$ cat src/rtl/dds_param_ctrl.sv
// Button-driven DDS parameter controller: edits shadow registers and commits them atomically via req/ack.
// Optional auto-repeat on held up/down buttons is enabled with `define DDS_AUTOREPEAT_EN.
module dds_param_ctrl #(
  parameter int unsigned PHASE_W    = 12,
  parameter int unsigned AMP_W      = 11,
  parameter int unsigned AMP_MAX    = 2047,
  parameter int unsigned PHASE_RST  = 500,
  parameter int unsigned AMP_RST    = 1200,
  parameter int unsigned PHASE_STEP = 10,
  parameter int unsigned AMP_STEP   = 50,
  parameter int unsigned REPEAT_DLY = 25_000_000,
  parameter int unsigned REPEAT_CYC = 5_000_000
) (
  input  logic               clk,
  input  logic               rst,
  input  logic               btn_up,
  input  logic               btn_down,
  input  logic               btn_sel,
  input  logic               upd_ack,
  output logic [PHASE_W-1:0] phase_M,
  output logic [AMP_W-1:0]   signal_A,
  output logic [1:0]         signal_shape,
  output logic [1:0]         edit_field,
  output logic               upd_req
);

  localparam int unsigned PW1    = PHASE_W + 1;
  localparam int unsigned AW1    = AMP_W + 1;
  localparam int unsigned PH_MAX = (2 ** PHASE_W) - 1;

  typedef enum logic [1:0] {
    F_FREQ  = 2'd0,
    F_AMP   = 2'd1,
    F_SHAPE = 2'd2
  } field_e;

  typedef enum logic {
    C_IDLE = 1'b0,
    C_REQ  = 1'b1
  } commit_e;

  logic up_q, up_p_q, dn_q, dn_p_q, sel_q, sel_p_q;
  logic up_evt, dn_evt, sel_evt, do_up, do_dn;

  field_e  field_q;
  commit_e commit_q;
  logic    upd_req_q;

  logic [PHASE_W-1:0] ph_q, ph_sh_q, ph_sh_d;
  logic [AMP_W-1:0]   amp_q, amp_sh_q, amp_sh_d;
  logic [1:0]         shp_q, shp_sh_q, shp_sh_d;
  logic [PW1-1:0]     ph_sum;
  logic [AW1-1:0]     amp_sum;
  logic               dirty;

  assign sel_evt = sel_q & ~sel_p_q;

`ifdef DDS_AUTOREPEAT_EN
  localparam int unsigned CNT_W = 25;

  logic [CNT_W-1:0] rpt_cnt_q, rpt_cnt_d;
  logic             rpt_held, rpt_fire;

  // Hold counter: first repeat at REPEAT_DLY, then reload so it recurs every REPEAT_CYC
  always_comb begin
    rpt_held  = up_q | dn_q;
    rpt_fire  = 1'b0;
    rpt_cnt_d = rpt_cnt_q + CNT_W'(1);
    if (!rpt_held || sel_evt) begin
      rpt_cnt_d = '0;
    end else if (rpt_cnt_q == CNT_W'(REPEAT_DLY)) begin
      rpt_fire  = 1'b1;
      rpt_cnt_d = CNT_W'(REPEAT_DLY - REPEAT_CYC + 1);
    end
  end

  always_ff @(posedge clk) begin
    if (rst) rpt_cnt_q <= '0;
    else     rpt_cnt_q <= rpt_cnt_d;
  end

  assign up_evt = (up_q & ~up_p_q) | (up_q & rpt_fire);
  assign dn_evt = (dn_q & ~dn_p_q) | (dn_q & rpt_fire);
`else
  assign up_evt = up_q & ~up_p_q;
  assign dn_evt = dn_q & ~dn_p_q;
`endif

  // sel beats up/down; simultaneous up and down cancel
  assign do_up = up_evt & ~dn_evt & ~sel_evt;
  assign do_dn = dn_evt & ~up_evt & ~sel_evt;

  // Saturating shadow arithmetic for the field being edited
  always_comb begin
    ph_sh_d  = ph_sh_q;
    amp_sh_d = amp_sh_q;
    shp_sh_d = shp_sh_q;
    ph_sum   = PW1'(ph_sh_q) + PW1'(PHASE_STEP);
    amp_sum  = AW1'(amp_sh_q) + AW1'(AMP_STEP);
    case (field_q)
      F_FREQ: begin
        if (do_up) begin
          ph_sh_d = (ph_sum > PW1'(PH_MAX)) ? PHASE_W'(PH_MAX) : ph_sum[PHASE_W-1:0];
        end else if (do_dn) begin
          ph_sh_d = (ph_sh_q <= PHASE_W'(PHASE_STEP)) ? PHASE_W'(1)
                                                       : ph_sh_q - PHASE_W'(PHASE_STEP);
        end
      end
      F_AMP: begin
        if (do_up) begin
          amp_sh_d = (amp_sum > AW1'(AMP_MAX)) ? AMP_W'(AMP_MAX) : amp_sum[AMP_W-1:0];
        end else if (do_dn) begin
          amp_sh_d = (amp_sh_q < AMP_W'(AMP_STEP)) ? '0 : amp_sh_q - AMP_W'(AMP_STEP);
        end
      end
      F_SHAPE: begin
        if (do_up) begin
          shp_sh_d = (shp_sh_q >= 2'd2) ? 2'd0 : shp_sh_q + 2'd1;
        end else if (do_dn) begin
          shp_sh_d = (shp_sh_q == 2'd0) ? 2'd2 : shp_sh_q - 2'd1;
        end
      end
      default: ;
    endcase
    dirty = (ph_sh_q != ph_q) | (amp_sh_q != amp_q) | (shp_sh_q != shp_q);
  end

  always_ff @(posedge clk) begin
    if (rst) begin
      up_q      <= 1'b0;
      up_p_q    <= 1'b0;
      dn_q      <= 1'b0;
      dn_p_q    <= 1'b0;
      sel_q     <= 1'b0;
      sel_p_q   <= 1'b0;
      field_q   <= F_FREQ;
      commit_q  <= C_IDLE;
      upd_req_q <= 1'b0;
      ph_q      <= PHASE_W'(PHASE_RST);
      ph_sh_q   <= PHASE_W'(PHASE_RST);
      amp_q     <= AMP_W'(AMP_RST);
      amp_sh_q  <= AMP_W'(AMP_RST);
      shp_q     <= 2'd0;
      shp_sh_q  <= 2'd0;
    end else begin
      up_q     <= btn_up;
      up_p_q   <= up_q;
      dn_q     <= btn_down;
      dn_p_q   <= dn_q;
      sel_q    <= btn_sel;
      sel_p_q  <= sel_q;
      ph_sh_q  <= ph_sh_d;
      amp_sh_q <= amp_sh_d;
      shp_sh_q <= shp_sh_d;

      if (sel_evt) begin
        case (field_q)
          F_FREQ:  field_q <= F_AMP;
          F_AMP:   field_q <= F_SHAPE;
          default: field_q <= F_FREQ;
        endcase
      end

      // Applied values load from the pre-edge shadows only on the ack edge
      case (commit_q)
        C_IDLE: begin
          if (dirty) begin
            commit_q  <= C_REQ;
            upd_req_q <= 1'b1;
          end
        end
        C_REQ: begin
          if (upd_ack) begin
            ph_q      <= ph_sh_q;
            amp_q     <= amp_sh_q;
            shp_q     <= shp_sh_q;
            upd_req_q <= 1'b0;
            commit_q  <= C_IDLE;
          end
        end
        default: begin
          commit_q  <= C_IDLE;
          upd_req_q <= 1'b0;
        end
      endcase
    end
  end

  assign phase_M      = ph_q;
  assign signal_A     = amp_q;
  assign signal_shape = shp_q;
  assign edit_field   = field_q;
  assign upd_req      = upd_req_q;

endmodule

$ cat config.mk
export PLATFORM = sky130hd
export DESIGN_NAME = dds_param_ctrl
export DESIGN_NICKNAME = d
export VERILOG_FILES = /design/src/rtl/dds_param_ctrl.sv
export SDC_FILE = /design/constraint.sdc
export NUM_CORES = 1
export LEC_CHECK = 0
export ABC_AREA = 0
export BUFFER_PORTS_ARGS = -buffer_cell sky130_fd_sc_hd__buf_2
export CORE_MARGIN = 2
export CORE_UTILIZATION = 45
export DETAILED_ROUTE_END_ITERATION = 10
export HOLD_SLACK_MARGIN = 0.1
export PLACE_DENSITY_LB_ADDON = 0.12
export SLEW_MARGIN = 20
export SYNTH_ARGS = -nofsm -noshare
export SYNTH_HDL_FRONTEND = slang
export SYNTH_SLANG_ARGS = --single-unit
$ cat constraint.sdc
create_clock -name clk -period 4.45 [get_ports clk]
set_input_delay 0.445 -clock clk [delete_from_list [all_inputs] [get_ports clk]]
set_output_delay 0.445 -clock clk [all_outputs]
set_load 0.02 [all_outputs]
==> flow_metrics.env <==
export IMPL_drive_gt1_share_pct=14.0
export IMPL_cts_tree="done"
export IMPL_cts_sinks=60
export IMPL_grt_pass1_vias=3092
export IMPL_post_place_ws_ns=1.92
export IMPL_core_area_um2=8090
export IMPL_peakVddDrop_mv=0.156
export IMPL_crit_path_max_fanout=12
export IMPL_multi_input_area_um2=2300
export IMPL_finalWorstSetupSlack_ns=1.87
export IMPL_antenna_cells=0
export IMPL_p_leak_uw=0.00156
export IMPL_start_kind="register"
export IMPL_drtPass1Iterations=4
export IMPL_crit_arrival_ns=2.83
export IMPL_synth_area_top_cells="dfxtp_1 32%, nand2_1 6.8%, xor2_1 5.4%"
export IMPL_clock_fmax_ghz=0.387
export IMPL_postCtsSetupRepairBufs=0
export IMPL_async_reset_ff_share_pct=0
export IMPL_worst_slew_pin_slew_ns=1.02
export IMPL_hold_buffers=0
export IMPL_synth_cell_type_count=67
export IMPL_setup_viol=0
export IMPL_yosys_warnings=0
export IMPL_period_minus_slack_ns=2.58
export IMPL_die_y_um=94.9
export IMPL_grt_setup_unrepaired="no"
export IMPL_drc=0
export IMPL_required_ns=4.69
export IMPL_netlist_instances=474
export IMPL_end_kind="register"
export IMPL_seq_area_um2=1200
export IMPL_overflow=0
export IMPL_status="complete, no violations"
export IMPL_netlist_area_um2=3720
export IMPL_drv_cap=0
export IMPL_yosysSeqAreaShare_pct=32.3
export IMPL_relSlewSlack_pct=31.3
export IMPL_antenna_found_initial=0
export IMPL_cts_root_buffer_cell="clkbuf_8"
export IMPL_fin_nets=493
export IMPL_numCtsBuffers=9
export IMPL_syn2layout_area_growth_pct=9.59
export IMPL_rows=33
export IMPL_die_x_um=94.9
export IMPL_synth_most_common_cell="nand2_1"
export IMPL_synth_top_area_share_pct=32.3
export IMPL_gp_congestion=0.839
export IMPL_ant_nets=0
export IMPL_nFillCells=814
export IMPL_ys_ff_latch=60
export IMPL_drt_iter0_markers=210
export IMPL_cts_resized=0
export IMPL_slew_violations=0
export IMPL_syn_num_nets=488
export IMPL_hold_class="primary input to register"
export IMPL_clk_latency_ns=0.35
export IMPL_grt_pass1_wl_um=15800
export IMPL_finClkSkew_ns=0.0142
export IMPL_synth_edf_count=0
export IMPL_grt_use_total_pct=22.6
export IMPL_ys_dominant_reg_cell="dfxtp_1"
export IMPL_hold_viol=0
export IMPL_wl_per_cell_um=16.7
export IMPL_portBuffers=33
export IMPL_routed_wl_um=9860
export IMPL_synth_common_cells="67 x nand2_1, 60 x dfxtp_1, 34 x a21oi_1"
export IMPL_finalCritPeriodShare_pct=58.1
export IMPL_via_count=3562
export IMPL_cts_buffer_depth=2
export IMPL_ios=34
export IMPL_synth_avg_cell_area_um2=7.84
export IMPL_hpwl_um=6650
export IMPL_path_clk_slew_ns=0.07
export IMPL_routed_via_density=6.05
export IMPL_finalSetupTns_ns=0
export IMPL_start_util_pct=45.9
export IMPL_die_area_um2=9000
export IMPL_power_density_nw_per_um2=335
export IMPL_grt_max_degree=51
export IMPL_criticalPathCategory="register to register"
export IMPL_yosysTopAreaCell="dfxtp_1"
export IMPL_htree_levels=3
[metal layers]
metal / GRT usage, % / up-vias / share of wire, %
li1: - / 1745 / -
met4: 7.49 / 0 / 1.3
met1: 31.1 / 1696 / 46
met3: 3.35 / 13 / 4.5
met2: 36.3 / 108 / 48
met5: 0 / - / 0
[where the power goes]
part | internal (µW) | leakage, µW | switching, µW
combinational | 95.1 | 0.000968 | 148
clock | 261 | 0.000100 | 248
sequential | 562 | 0.000489 | 50.1
total | 918 | 0.00156 | 447
[logic make-up after synthesis]
group | Yosys count | share of synthesized area (%)
AOI/OAI and AO/OA | 131 | 25.1
and+or+nand+nor | 187 | 26.3
adders and majority gates | 8 | 2.69
buffers and inverters | 57 | 6.09
muxes | 3 | 0.841
xor gates and xnor gates | 28 | 6.60
DFF | 60 | 32.3
[layout make-up]
cell class              count  area share, %
well taps                 105           3.22
clock inverters             7           1.81
multi-input cells         357           56.4
flip-flops and latches     60           29.5
clock buffers               9           3.04
repair buffers             37           4.79
inverters                  14           1.29
[final timing paths]
path	start	to	slack [ns]	depth (start not counted)
hold reg to reg	upd_req	upd_req	0.46	2
hold / removal	btn_up	up_q	0.31	2
setup reg to reg	amp_sh_q[7]	amp_sh_q[7]	1.87	5
setup / recovery	amp_sh_q[7]	amp_sh_q[7]	1.87	5
[layout by cell type, fill, tap and decap left out, types with 10 or more instances in the layout]
master   count
a21oi_1     34
a31oi_1     10
buf_2       33
dfxtp_1     60
inv_1       14
nand2_1     67
nand3_1     15
nor2_1      20
nor3_1      16
o21ai_0     18
xor2_1      23
[state kept, by name (all words and copies together), names as in the netlist]
name and cells:
ph_sh_q 12, phase_M 12, amp_sh_q 11, signal_A 11
edit_field 2, shp_sh_q 2, signal_shape 2, commit_q 1
dn_p_q 1, dn_q 1, sel_p_q 1, sel_q 1
up_p_q 1, up_q 1, upd_req 1
[worst max-delay path: stages, from the launching register on]
cell,delay (ns)
dfxtp_1,0.43
or4_4,0.59
a311oi_2,0.67
nor2_1,0.19
a311o_1,0.40
a31o_2,0.20
[per-stage QoR]
stage	instance area, µm²	util (%)	instances	power [µW]	hold slack [ns]
finish	4070	50.3	589	1360	0.310
global route	4070	50.3	589	1430	0.335
CTS	4070	50.3	589	1370	0.305
detailed placement	3880	47.9	573	866	0.451
global placement	3880	47.9	573	863	0.444
floorplan	3720	-	474	803	0.453
Note: power is estimated with default switching activity, not from simulation.
